--- src/rtl/irq_ctrl.sv ---
// irq_ctrl: multi-channel external interrupt controller.
// The controller synchronises each input and detects edges or levels per channel.
// It selects the lowest eligible index as the winner.
// A claim/complete handshake with the trap handler prevents nested interrupts.
module irq_ctrl #(
  parameter int NUM_IRQ     = 8,
  parameter int SYNC_STAGES = 2,
  parameter int ID_W        = 3
) (
  input  logic               clk,
  input  logic               rst,
  input  logic [NUM_IRQ-1:0] irq_in,
  input  logic [NUM_IRQ-1:0] irq_edge_mode,
  input  logic [NUM_IRQ-1:0] irq_enable,
  input  logic               csr_meie,
  input  logic               claim,
  input  logic               complete,
  output logic [NUM_IRQ-1:0] pending,
  output logic               g_interrupt,
  output logic               g_interrupt_1shot,
  output logic [ID_W-1:0]    claim_id,
  output logic               claim_valid,
  output logic               in_service
);

  typedef enum logic {IDLE = 1'b0, ACTIVE = 1'b1} state_t;

  state_t                                state_reg;
  logic [SYNC_STAGES-1:0][NUM_IRQ-1:0]   sync_reg;
  logic [NUM_IRQ-1:0]                    s_d_reg;
  logic [NUM_IRQ-1:0]                    pending_reg;
  logic [NUM_IRQ-1:0]                    pending_next;
  logic                                  g_interrupt_reg;
  logic                                  g_interrupt_dly_reg;
  logic [ID_W-1:0]                       claim_id_reg;
  logic                                  claim_valid_reg;
  logic                                  in_service_reg;

  logic [NUM_IRQ-1:0] s;
  logic [NUM_IRQ-1:0] rise;
  logic [NUM_IRQ-1:0] eligible;
  logic [NUM_IRQ-1:0] win_onehot;
  logic [ID_W-1:0]    win;
  logic               any_eligible;
  logic               take;

  assign s            = sync_reg[SYNC_STAGES-1];
  assign rise         = s & ~s_d_reg;
  assign eligible     = pending_reg & irq_enable;
  assign any_eligible = |eligible;
  // Two's-complement trick isolates the lowest set bit of eligible.
  assign win_onehot   = eligible & (~eligible + 1'b1);
  // A claim succeeds only when the core has seen a request and one is still eligible.
  assign take         = (state_reg == IDLE) && claim && g_interrupt_reg && any_eligible;

  // Priority encoder: scanning downward leaves the lowest set index.
  always_comb begin
    win = '0;
    for (int i = NUM_IRQ - 1; i >= 0; i--) begin
      if (eligible[i]) win = ID_W'(i);
    end
  end

  // Next-state logic for each channel's pending bit.
  // A fresh edge wins over a coincident claim, so the new event is not lost.
  genvar gi;
  generate
    for (gi = 0; gi < NUM_IRQ; gi++) begin : g_pend
      assign pending_next[gi] = irq_edge_mode[gi]
                              ? ((pending_reg[gi] & ~(take & win_onehot[gi])) | rise[gi])
                              : s[gi];
    end
  endgenerate

  // Synchroniser chain, edge-detect delay and pending register.
  always_ff @(posedge clk) begin
    if (rst) begin
      sync_reg    <= '0;
      s_d_reg     <= '0;
      pending_reg <= '0;
    end else begin
      sync_reg    <= {sync_reg[SYNC_STAGES-2:0], irq_in};
      s_d_reg     <= s;
      pending_reg <= pending_next;
    end
  end

  // Claim/complete FSM with registered request and handshake outputs.
  always_ff @(posedge clk) begin
    if (rst) begin
      state_reg           <= IDLE;
      g_interrupt_reg     <= 1'b0;
      g_interrupt_dly_reg <= 1'b0;
      claim_id_reg        <= '0;
      claim_valid_reg     <= 1'b0;
      in_service_reg      <= 1'b0;
    end else begin
      g_interrupt_dly_reg <= g_interrupt_reg;
      claim_valid_reg     <= 1'b0;
      case (state_reg)
        IDLE: begin
          if (take) begin
            claim_id_reg    <= win;
            claim_valid_reg <= 1'b1;
            in_service_reg  <= 1'b1;
            g_interrupt_reg <= 1'b0;
            state_reg       <= ACTIVE;
          end else begin
            g_interrupt_reg <= csr_meie & any_eligible;
          end
        end
        ACTIVE: begin
          g_interrupt_reg <= 1'b0;
          if (complete) begin
            in_service_reg <= 1'b0;
            state_reg      <= IDLE;
          end
        end
        default: state_reg <= IDLE;
      endcase
    end
  end

  assign pending           = pending_reg;
  assign g_interrupt       = g_interrupt_reg;
  assign g_interrupt_1shot = g_interrupt_reg & ~g_interrupt_dly_reg;
  assign claim_id          = claim_id_reg;
  assign claim_valid       = claim_valid_reg;
  assign in_service        = in_service_reg;

endmodule
--- config.mk ---
export PLATFORM = sky130hd
export DESIGN_NAME = irq_ctrl
export DESIGN_NICKNAME = d
export VERILOG_FILES = /design/src/rtl/irq_ctrl.sv
export SDC_FILE = /design/constraint.sdc
export NUM_CORES = 1
export LEC_CHECK = 0
export CAP_MARGIN = 20
export CORE_ASPECT_RATIO = 1.2
export CORE_UTILIZATION = 41
export DETAILED_ROUTE_END_ITERATION = 6
export PLACE_DENSITY = 0.82
export SYNTH_ARGS = -nofsm -noshare
export SYNTH_HDL_FRONTEND = slang
export SYNTH_SLANG_ARGS = --single-unit
--- constraint.sdc ---
create_clock -name clk -period 1.2 [get_ports clk]
set_input_delay 0.24 -clock clk [delete_from_list [all_inputs] [get_ports clk]]
set_output_delay 0.24 -clock clk [all_outputs]
set_load 0.03 [all_outputs]
==> results_dict.tcl, run 1 <==
set metrics [dict create \
    status "complete, but fails checks" \
    violations "negative setup slack" \
    ys_top_cells_by_area "dfxtp_1 (55%), nor2b_1 (11%), nand2_1 (6.2%)" \
    critPathMaxFanout 5 \
    ys_warn_count 0 \
    via_count 1310 \
    required_ns 1.39 \
    drc_errors 0 \
    fmax_mhz 778 \
    leakage_nw 0.961 \
    start_kind "register" \
    via_per_inst 5.22 \
    p_sw_share_pct 22.3 \
    arrival_ns 1.47 \
    period_needed_ns 1.29 \
    dr.pass1.iters 4 \
    ys_ff_latch 40 \
    power_mw 2.88 \
    p_switching_mw 0.642 \
    synth_most_common_cell "dfxtp_1" \
    routed_wl_mm 3.64 \
    postRouteAntennaNets 0 \
    fin_ws_ns -0.0850 \
    yosysTopAreaCellShare_pct 55.1 \
    relSlewSlack_pct 79.9 \
    power.share.clock_pct 39.8 \
    ys_seq_area_share_pct 55.1 \
    hold_violations 0 \
    ir_worst_vdd_uv 1120 \
    grt_max_degree 24 \
    setup_tns_ns -0.374 \
    finalClockSkew_ns 0.00543 \
    async_reset_ff_share_pct 0 \
    worstSkewPairLatency_ns 0.29 \
    grt.met3_usage_pct 5.56 \
    cap_violations 0 \
    gp_congestion 0.850 \
    die_h_um 67.2 \
    ys_types 28 \
    cp-end-kind "register" \
    cts_tree "done" \
    nets 242 \
    insertedDiodeCount 0 \
    core_area_um2 3370 \
    pwr-share-seq_pct 48.5 \
    criticalPathCategory "register to register" \
    drive_gt1_share_pct 32.7 \
    finalSetupViolCount 7 \
    hpwl_mm 2.46 \
    numCtsBuffers 5 \
    synth-edff-count 0 \
    internal-power_mw 2.24 \
    num_rows 23 \
    syn_inst 143 \
    die_w_um 56.4 \
    die_area_um2 3790 \
    yosysTopAreaCell "dfxtp_1" \
    wl_per_cell_um 14.5 \
    hold_path.class "register to register" \
    first_global_vias 1225 \
    synthFlopType "dfxtp_1" \
    drv_slew 0 \
    comb_power_share_pct 11.7 \
    synth_fp_nets 172 \
    io_buffers 43 \
    fin_crit_sh_pct 107 \
    grt_usage_pct 19.4 \
    htreeDepth 2 \
    area_growth_pct 54.8 \
    met2_usage_pct 34.2 \
    p_per_area_nw_per_um2 1280 \
    synth_common_cells "dfxtp_1 (40), nor2b_1 (26), nand2_1 (24), a21oi_1 (9), nor2_1 (6)" \
    root_buffer "clkbuf_8" \
    cts_sinks 40 \
    drt_iter0_markers 19 \
    clkTransAtPathRegs_ns 0.08 \
    use_met1_pct 20.2 \
    busiest_layer "met2" \
    syn_avg_cell_area_um2 10.2 \
    fillerInstances 244 \
    grt_pass1_wl_mm 5.52 \
    pin_count 44 \
    grt_overflow 0 \
    antenna_found_initial 0 \
    rsz0062_at_grt "yes" \
    start_util_pct 43.2 \
    synth_area_um2 1450 \
    reg2reg_setup_slack_ns -0.09 \
    worst_pin_slew_ns 0.298 \
    clock_path_buffers 2 \
]
[layer usage]
| layer | wire, µm | vias up |
|---|---|---|
| met5 | 0 | - |
| li1 | - | 638 |
| met3 | 187 | 14 |
| met2 | 1950 | 56 |
| met1 | 1380 | 602 |
| met4 | 119 | 0 |
[power groups by stage]
stage	clock network, mW	logic, mW	registers [mW]
2_1_floorplan	0	0.0942	1.45
3_3_place_gp	0	0.311	1.43
3_5_place_dp	0	0.320	1.43
4_1_cts	1.15	0.320	1.40
5_1_grt	1.22	0.358	1.40
6_report	1.14	0.338	1.40
[cell type report]
type                            instances  area (µm²)  share of cell area [%]
Clock buffer                            6        82.6                    3.67
Clock inverter                          2        38.8                    1.72
Timing Repair Buffer                   67         593                    26.3
Inverter                                2        7.51                   0.334
Tap cell                               37        46.3                    2.06
Multi-Input combinational cell         97         659                    29.3
Sequential cell                        40         823                    36.6
[critical path, cell delays in order, from the launching register on]
cell,delay (ns)
dfxtp_2,0.32
nand3b_4,0.17
a221oi_4,0.22
buf_6,0.16
nand4_1,0.12
a22o_1,0.20
[through the flow]
stage / area, µm² / std cells / setup WS (ns) / hold slack (ns) / util, %
6_report: 2250 / 251 / -0.0850 / 0.436 / 66.9
5_1_grt: 2250 / 251 / -0.147 / 0.466 / 66.9
4_1_cts: 2190 / 248 / -0.0971 / 0.446 / 65.1
3_5_place_dp: 2050 / 237 / -0.514 / 0.429 / 60.8
3_3_place_gp: 2050 / 237 / -0.461 / 0.418 / 60.8
2_1_floorplan: 1480 / 143 / -0.00749 / 0.323 / -
[placed cells by master, fill, tap and decap left out, drive strengths merged, types with 2 or more instances in the layout]
cell type      count
inv                2
clkbuf             6
dfxtp             40
buf               39
clkdlybuf4s50     19
nor2b             26
nand4              3
a22oi              4
nor2               6
nand2             24
a21o               4
dlygate4sd2        9
a221oi             3
nand2b             2
a41o               3
a21oi              9
a22o               3
a211oi             3
[cell families (layout without fill, tap and decap cells)]
logic type	count (synthesis)	in the layout	share of synthesized area [%]
AO/OA/AOI/OAI	33	33	20.1
AND/OR/NAND/NOR	64	64	23.2
buffers and inverters	6	77	1.63
flip-flops	40	40	55.1
[path summary, 6_finish.rpt]
check                    startpoint  depth (start not counted)                    end
max            state_reg$_SDFF_PP0_                          5  pending[5]$_SDFF_PP0_
max reg2reg    state_reg$_SDFF_PP0_                          5  pending[5]$_SDFF_PP0_
min reg2reg  sync_reg[3]$_SDFF_PP0_                          1        s[3]$_SDFF_PP0_
min          sync_reg[3]$_SDFF_PP0_                          1        s[3]$_SDFF_PP0_
[repair_timing]
| item | in CTS | in global routing |
|---|---|---|
| setup endpoints to repair | 14 | 12 |
| setup buffers | 3 | 3 |
| pin swaps | 5 | 6 |
| endpoints found under the hold margin | 0 | 0 |
| hold buffers | 0 | 0 |
| gates resized for setup | 13 | 10 |
Power figures use the tool's default switching activity.
==> run 2, diff against run 1 <==
==> constraint.sdc (replaced) <==
create_clock -name clk -period 1.2 [get_ports clk]
set_input_delay 0.24 -clock clk [delete_from_list [all_inputs] [get_ports clk]]
set_output_delay 0.24 -clock clk [all_outputs]
set_load 0.02 [all_outputs]
==> results_dict.tcl, run 2 (synthesized netlist as in run 1, its figures left out) <==
set metrics [dict create \
    status "complete, but fails checks" \
    violations "negative setup slack" \
    r2r-start "state_reg$_SDFF_PP0_" \
    internal-power_mw 2.02 \
    gp_congestion 0.782 \
    p_switching_mw 0.608 \
    grt_max_degree 16 \
    hpwl_mm 2.48 \
    hold_path.class "register to register" \
    start_util_pct 43.2 \
    grt_overflow 0 \
    drive_gt1_share_pct 33.8 \
    met3_length_um 209 \
    area_growth_pct 54.6 \
    p_sw_share_pct 23.1 \
    insertedDiodeCount 0 \
    grt_usage_pct 20.3 \
    rsz0062_at_grt "yes" \
    cap_violations 0 \
    pin_count 44 \
    cts_sinks 40 \
    cts_tree "done" \
    worst_pin_slew_ns 0.343 \
    drc_errors 0 \
    relSlewSlack_pct 76.8 \
    finish.utilization_pct 66.8 \
    routed_wl_mm 3.71 \
    first_global_vias 1349 \
    period_needed_ns 1.29 \
    fin_ws_ns -0.0870 \
    required_ns 1.39 \
    hold_violations 0 \
    die_area_um2 3790 \
    num_rows 23 \
    arrival_ns 1.48 \
    worstSkewPairLatency_ns 0.30 \
    min_path_cells 1 \
    root_buffer "clkbuf_8" \
    io_buffers 43 \
    via_count 1335 \
    pwr-share-seq_pct 53.2 \
    nets 244 \
    drv_slew 0 \
    finalClockSkew_ns 0.0100 \
    core_area_um2 3370 \
    ir_worst_vdd_uv 1180 \
    p_per_area_nw_per_um2 1170 \
    dr.pass1.iters 4 \
    routed.top_layer "met4" \
    die_h_um 67.2 \
    power.share.clock_pct 34.4 \
    path_cells "nand3b_4 -> a221oi_4 -> buf_6 -> nand4_1 -> a22o_1" \
    grt_pass1_wl_mm 5.75 \
    htreeDepth 2 \
    wl_met1_mm 1.45 \
    r2r-end "pending[4]$_SDFF_PP0_" \
    start_kind "register" \
    clock_path_buffers 2 \
    cpMaxStageDelayCell "dfxtp_2" \
    reg2reg_setup_slack_ns -0.09 \
    finalSetupViolCount 9 \
    regArea_um2 823 \
    fmax_mhz 777 \
    fillerInstances 262 \
    holdWs_ns 0.441 \
    drt_iter0_markers 51 \
    comb_power_share_pct 12.4 \
    final_common_cell "dfxtp_1" \
    die_w_um 56.4 \
    multi_input_area_um2 697 \
    holdBufCountCts 0 \
    hold_path.startpoint "sync_reg[2]$_SDFF_PP0_" \
    postRouteAntennaNets 0 \
    fin_crit_sh_pct 107 \
    path_delay_family "compound AO/OA/AOI/OAI gates" \
    cp-end-kind "register" \
    criticalPathCategory "register to register" \
    clkTransAtPathRegs_ns 0.08 \
    wl_met2_mm 1.95 \
    final_cell_mix "dfxtp_1 (30), nor2b_1 (25), nand2_1 (24)" \
    wl_per_cell_um 14.7 \
    slowest_delay_ns 0.32 \
    cp_num_buf_inv 1 \
    via_per_inst 5.28 \
    critPathMaxFanout 5 \
    antenna_found_initial 0 \
    dp_slack_ns -0.514 \
    leakage_nw 0.962 \
    numCtsBuffers 5 \
    r2r_cells 5 \
    whs_endpoint "s[2]$_SDFF_PP0_" \
]
-- run 2: changes by cell type in the layout (fill, tap and decap cells not counted), moves of 2 or more --
cell / change
buf_4: -11
buf_2: +6
clkbuf_2: +4
a21oi_1: -2
a21oi_2: +2
clkbuf_1: +2
clkdlybuf4s15_1: +2
clkdlybuf4s15_2: +2
-- run 2: final cells by class --
cell class | instances | share of cell area, %
clock buffer | 8 | 4.01
inverter | 2 | 0.334
tap | 37 | 2.06
multi-input combinational | 97 | 31.0
timing repair buffer | 69 | 26.0
sequential | 40 | 36.6
-- run 2: how the worst max path moves through the flow --
stage                                 from  slack, ns               endpoint  cells past startpoint
floorplan           g_interrupt$_SDFF_PP0_      0.003  pending[4]$_SDFF_PP0_                      4
global placement                     claim      -0.46  pending[4]$_SDFF_PP0_                      5
detailed placement                   claim      -0.51  pending[4]$_SDFF_PP0_                      5
CTS                  pending[0]$_SDFF_PP0_      -0.07  pending[0]$_SDFF_PP0_                      5
global route          state_reg$_SDFF_PP0_      -0.13  pending[4]$_SDFF_PP0_                      5
finish                state_reg$_SDFF_PP0_      -0.09  pending[4]$_SDFF_PP0_                      5
-- run 2: worst register-to-register path, delay by kind of cell, from the launching register on --
kind / cells / cell delay (ns)
flops: 1 / 0.32
buf+inv: 1 / 0.16
compound gates: 2 / 0.43
simple gates: 2 / 0.26
-- run 2: power groups by stage --
stage                     Combinational (mW)  Clock (mW)  Sequential (mW)
after floorplan                       0.0928           0             1.44
after global placement                 0.302           0             1.43
after detailed placement               0.311           0             1.43
after CTS                              0.315       0.931             1.40
after global routing                   0.350       0.986             1.40
final                                  0.326       0.905             1.40
-- run 2: per-stage QoR --
stage | area (µm²) | power, mW | setup TNS, ns | cells
after floorplan | 1470 | 1.54 | 0 | 143
after global placement | 2080 | 1.73 | -6.12 | 239
after detailed placement | 2080 | 1.74 | -6.97 | 239
after CTS | 2240 | 2.65 | -0.253 | 253
after global routing | 2250 | 2.74 | -0.968 | 253
final | 2250 | 2.63 | -0.446 | 253
-- run 2: repair_timing --
action / CTS / global route
buffers inserted: 6 / 2
setup endpoints to repair: 29 / 25
resized for setup: 62 / 20
pin swaps: 10 / 11
-- run 2: routing by layer --
layer	vias up	GRT usage (%)
met5	-	0
met4	0	10.1
met3	10	6.90
met2	53	37.5
met1	634	20.6
li1	638	-
==> run 3, diff against run 2 <==
--- a/config.mk
+++ b/config.mk
@@ -7,9 +7,9 @@
 export LEC_CHECK = 0
 export CAP_MARGIN = 20
 export CORE_ASPECT_RATIO = 1.2
-export CORE_UTILIZATION = 41
+export CORE_UTILIZATION = 49
 export DETAILED_ROUTE_END_ITERATION = 6
-export PLACE_DENSITY = 0.82
+export PLACE_DENSITY = 0.91
 export SYNTH_ARGS = -nofsm -noshare
 export SYNTH_HDL_FRONTEND = slang
 export SYNTH_SLANG_ARGS = --single-unit
==> constraint.sdc (replaced) <==
create_clock -name clk -period 1.54 [get_ports clk]
set_input_delay 0.308 -clock clk [delete_from_list [all_inputs] [get_ports clk]]
set_output_delay 0.308 -clock clk [all_outputs]
set_load 0.02 [all_outputs]
==> results_dict.tcl, run 3 (synthesized netlist as in run 1, its figures left out) <==
set metrics [dict create \
    die_w_um 51.7 \
    leakage_nw 0.915 \
    root_buffer "clkbuf_4" \
    clkTransAtPathRegs_ns 0.11 \
    wl_per_cell_um 14.3 \
    path_delay_family "compound AO/OA/AOI/OAI gates" \
    insertedDiodeCount 0 \
    io_buffers 43 \
    fmax_mhz 678 \
    worst_pin_slew_ns 0.412 \
    antenna_found_initial 0 \
    rsz0062_at_grt "no" \
    p_per_area_nw_per_um2 992 \
    cp_num_buf_inv 1 \
    finalSetupViolCount 0 \
    clock_path_buffers 2 \
    start_kind "register" \
    numCtsBuffers 5 \
    relSlewSlack_pct 72.5 \
    hold_violations 0 \
    r2r_cells 5 \
    reg2reg_setup_slack_ns 0.06 \
    period_needed_ns 1.48 \
    hold_path.startpoint "sync_reg[2]$_SDFF_PP0_" \
    min_path_cells 1 \
    final_cell_mix "dfxtp_1 (39), clkdlybuf4s50_1 (28), nor2b_1 (26)" \
    ir_worst_vdd_uv 759 \
    r2r-start "g_interrupt$_SDFF_PP0_" \
    num_rows 21 \
    cpMaxStageDelayCell "dfxtp_1" \
    grt_overflow 0 \
    arrival_ns 1.72 \
    nets 232 \
    htreeDepth 2 \
    criticalPathCategory "register to register" \
    cp-end-kind "register" \
    drv_slew 0 \
    cap_violations 0 \
    dr.pass1.iters 4 \
    hpwl_mm 2.51 \
    drc_errors 0 \
    area_growth_pct 44.6 \
    first_global_vias 1214 \
    grt_pass1_wl_mm 5.21 \
    whs_endpoint "s[2]$_SDFF_PP0_" \
    finalClockSkew_ns 0.00563 \
    hold_path.class "register to register" \
    via_per_inst 5.39 \
    status "completed" \
    worstSkewPairLatency_ns 0.35 \
    gp_congestion 0.830 \
    finish.utilization_pct 74.8 \
    cts_setup_buffers 0 \
    worstSetupPathDepth 5 \
    cts_tree "done" \
    path_cells "buf_4 -> nand3b_4 -> a221oi_4 -> nand4_1 -> a22o_1" \
    required_ns 1.79 \
    start_util_pct 51.7 \
    drive_gt1_share_pct 15.2 \
    cts_sinks 40 \
    fin_crit_sh_pct 95.8 \
    die_area_um2 3190 \
    holdBufCountCts 0 \
    grt_usage_pct 22.9 \
    grt_max_degree 41 \
    postRouteAntennaNets 0 \
    drt_iter0_markers 50 \
    final_common_cell "dfxtp_1" \
    routed_wl_mm 3.40 \
    critPathMaxFanout 7 \
    r2r-end "pending[4]$_SDFF_PP0_" \
    slowest_delay_ns 0.41 \
    die_h_um 61.7 \
    power_mw 2.09 \
    core_area_um2 2810 \
    via_count 1284 \
    pin_count 44 \
]
==> run 3: cell count changes in the layout (fill, tap and decap cells not counted), moves of 6 or more <==
cell / before / now
buf_2: 6 / 0
dfxtp_1: 30 / 39
buf_4: 22 / 13
dlygate4sd2_1: 8 / 14
clkdlybuf4s50_1: 20 / 28
==> run 3: area by class of cell <==
type	count	area (µm²)
Clock buffer	7	65.1
Fill cell	208	709
Clock inverter	1	30.0
Sequential cell	40	802
Timing Repair Buffer	57	526
Tap cell	34	42.5
Multi-Input combinational cell	97	629
Inverter	2	7.51
==> run 3: report_power, final <==
group	switching [mW]	leakage, nW	internal, mW	total [mW]
Clock	0.330	0.0515	0.431	0.761
Combinational	0.101	0.536	0.133	0.234
Sequential	0.0200	0.328	1.07	1.09
==> run 3: worst register-to-register path: stages, from the launching register on <==
cell and delay [ns]:
dfxtp_1 0.41, buf_4 0.15, nand3b_4 0.10, a221oi_4 0.37, nand4_1 0.14, a22o_1 0.21
==> run 3: timing repair <==
item	4_1_cts	5_1_grt
gates cloned	0	0
setup endpoints to repair	15	2
gates resized for setup	15	3
==> run 3: through the flow <==
step / hold WS [ns] / std cells / setup slack, ns / area (µm²) / TNS, ns
floorplan: 0.391 / 143 / 0.193 / 1450 / 0
global placement: 0.419 / 230 / -0.187 / 2030 / -1.47
CTS: 0.454 / 238 / 0.00410 / 2100 / 0
detailed placement: 0.427 / 230 / -0.262 / 2030 / -2.43
global route: 0.466 / 238 / 0.00988 / 2100 / 0
finish: 0.448 / 238 / 0.0643 / 2100 / 0
==> run 3: worst max-delay path by stage <==
stage	slack (ns)	to	startpoint
6_report	0.06	pending[4]$_SDFF_PP0_	g_interrupt$_SDFF_PP0_
5_1_grt	0.01	pending[4]$_SDFF_PP0_	g_interrupt$_SDFF_PP0_
4_1_cts	0.004	g_interrupt_1shot	g_interrupt$_SDFF_PP0_
3_5_place_dp	-0.26	pending[5]$_SDFF_PP0_	claim
3_3_place_gp	-0.19	pending[4]$_SDFF_PP0_	claim
2_1_floorplan	0.19	pending[4]$_SDFF_PP0_	g_interrupt$_SDFF_PP0_
==> run 3: layer usage <==
metal	vias to the layer above	global-route usage [%]	part of all wire, %
li1	618	-	-
met1	607	23.7	37
met2	50	42.1	55
met3	9	6.67	5.6
met4	0	11.2	2.4
met5	-	0	0
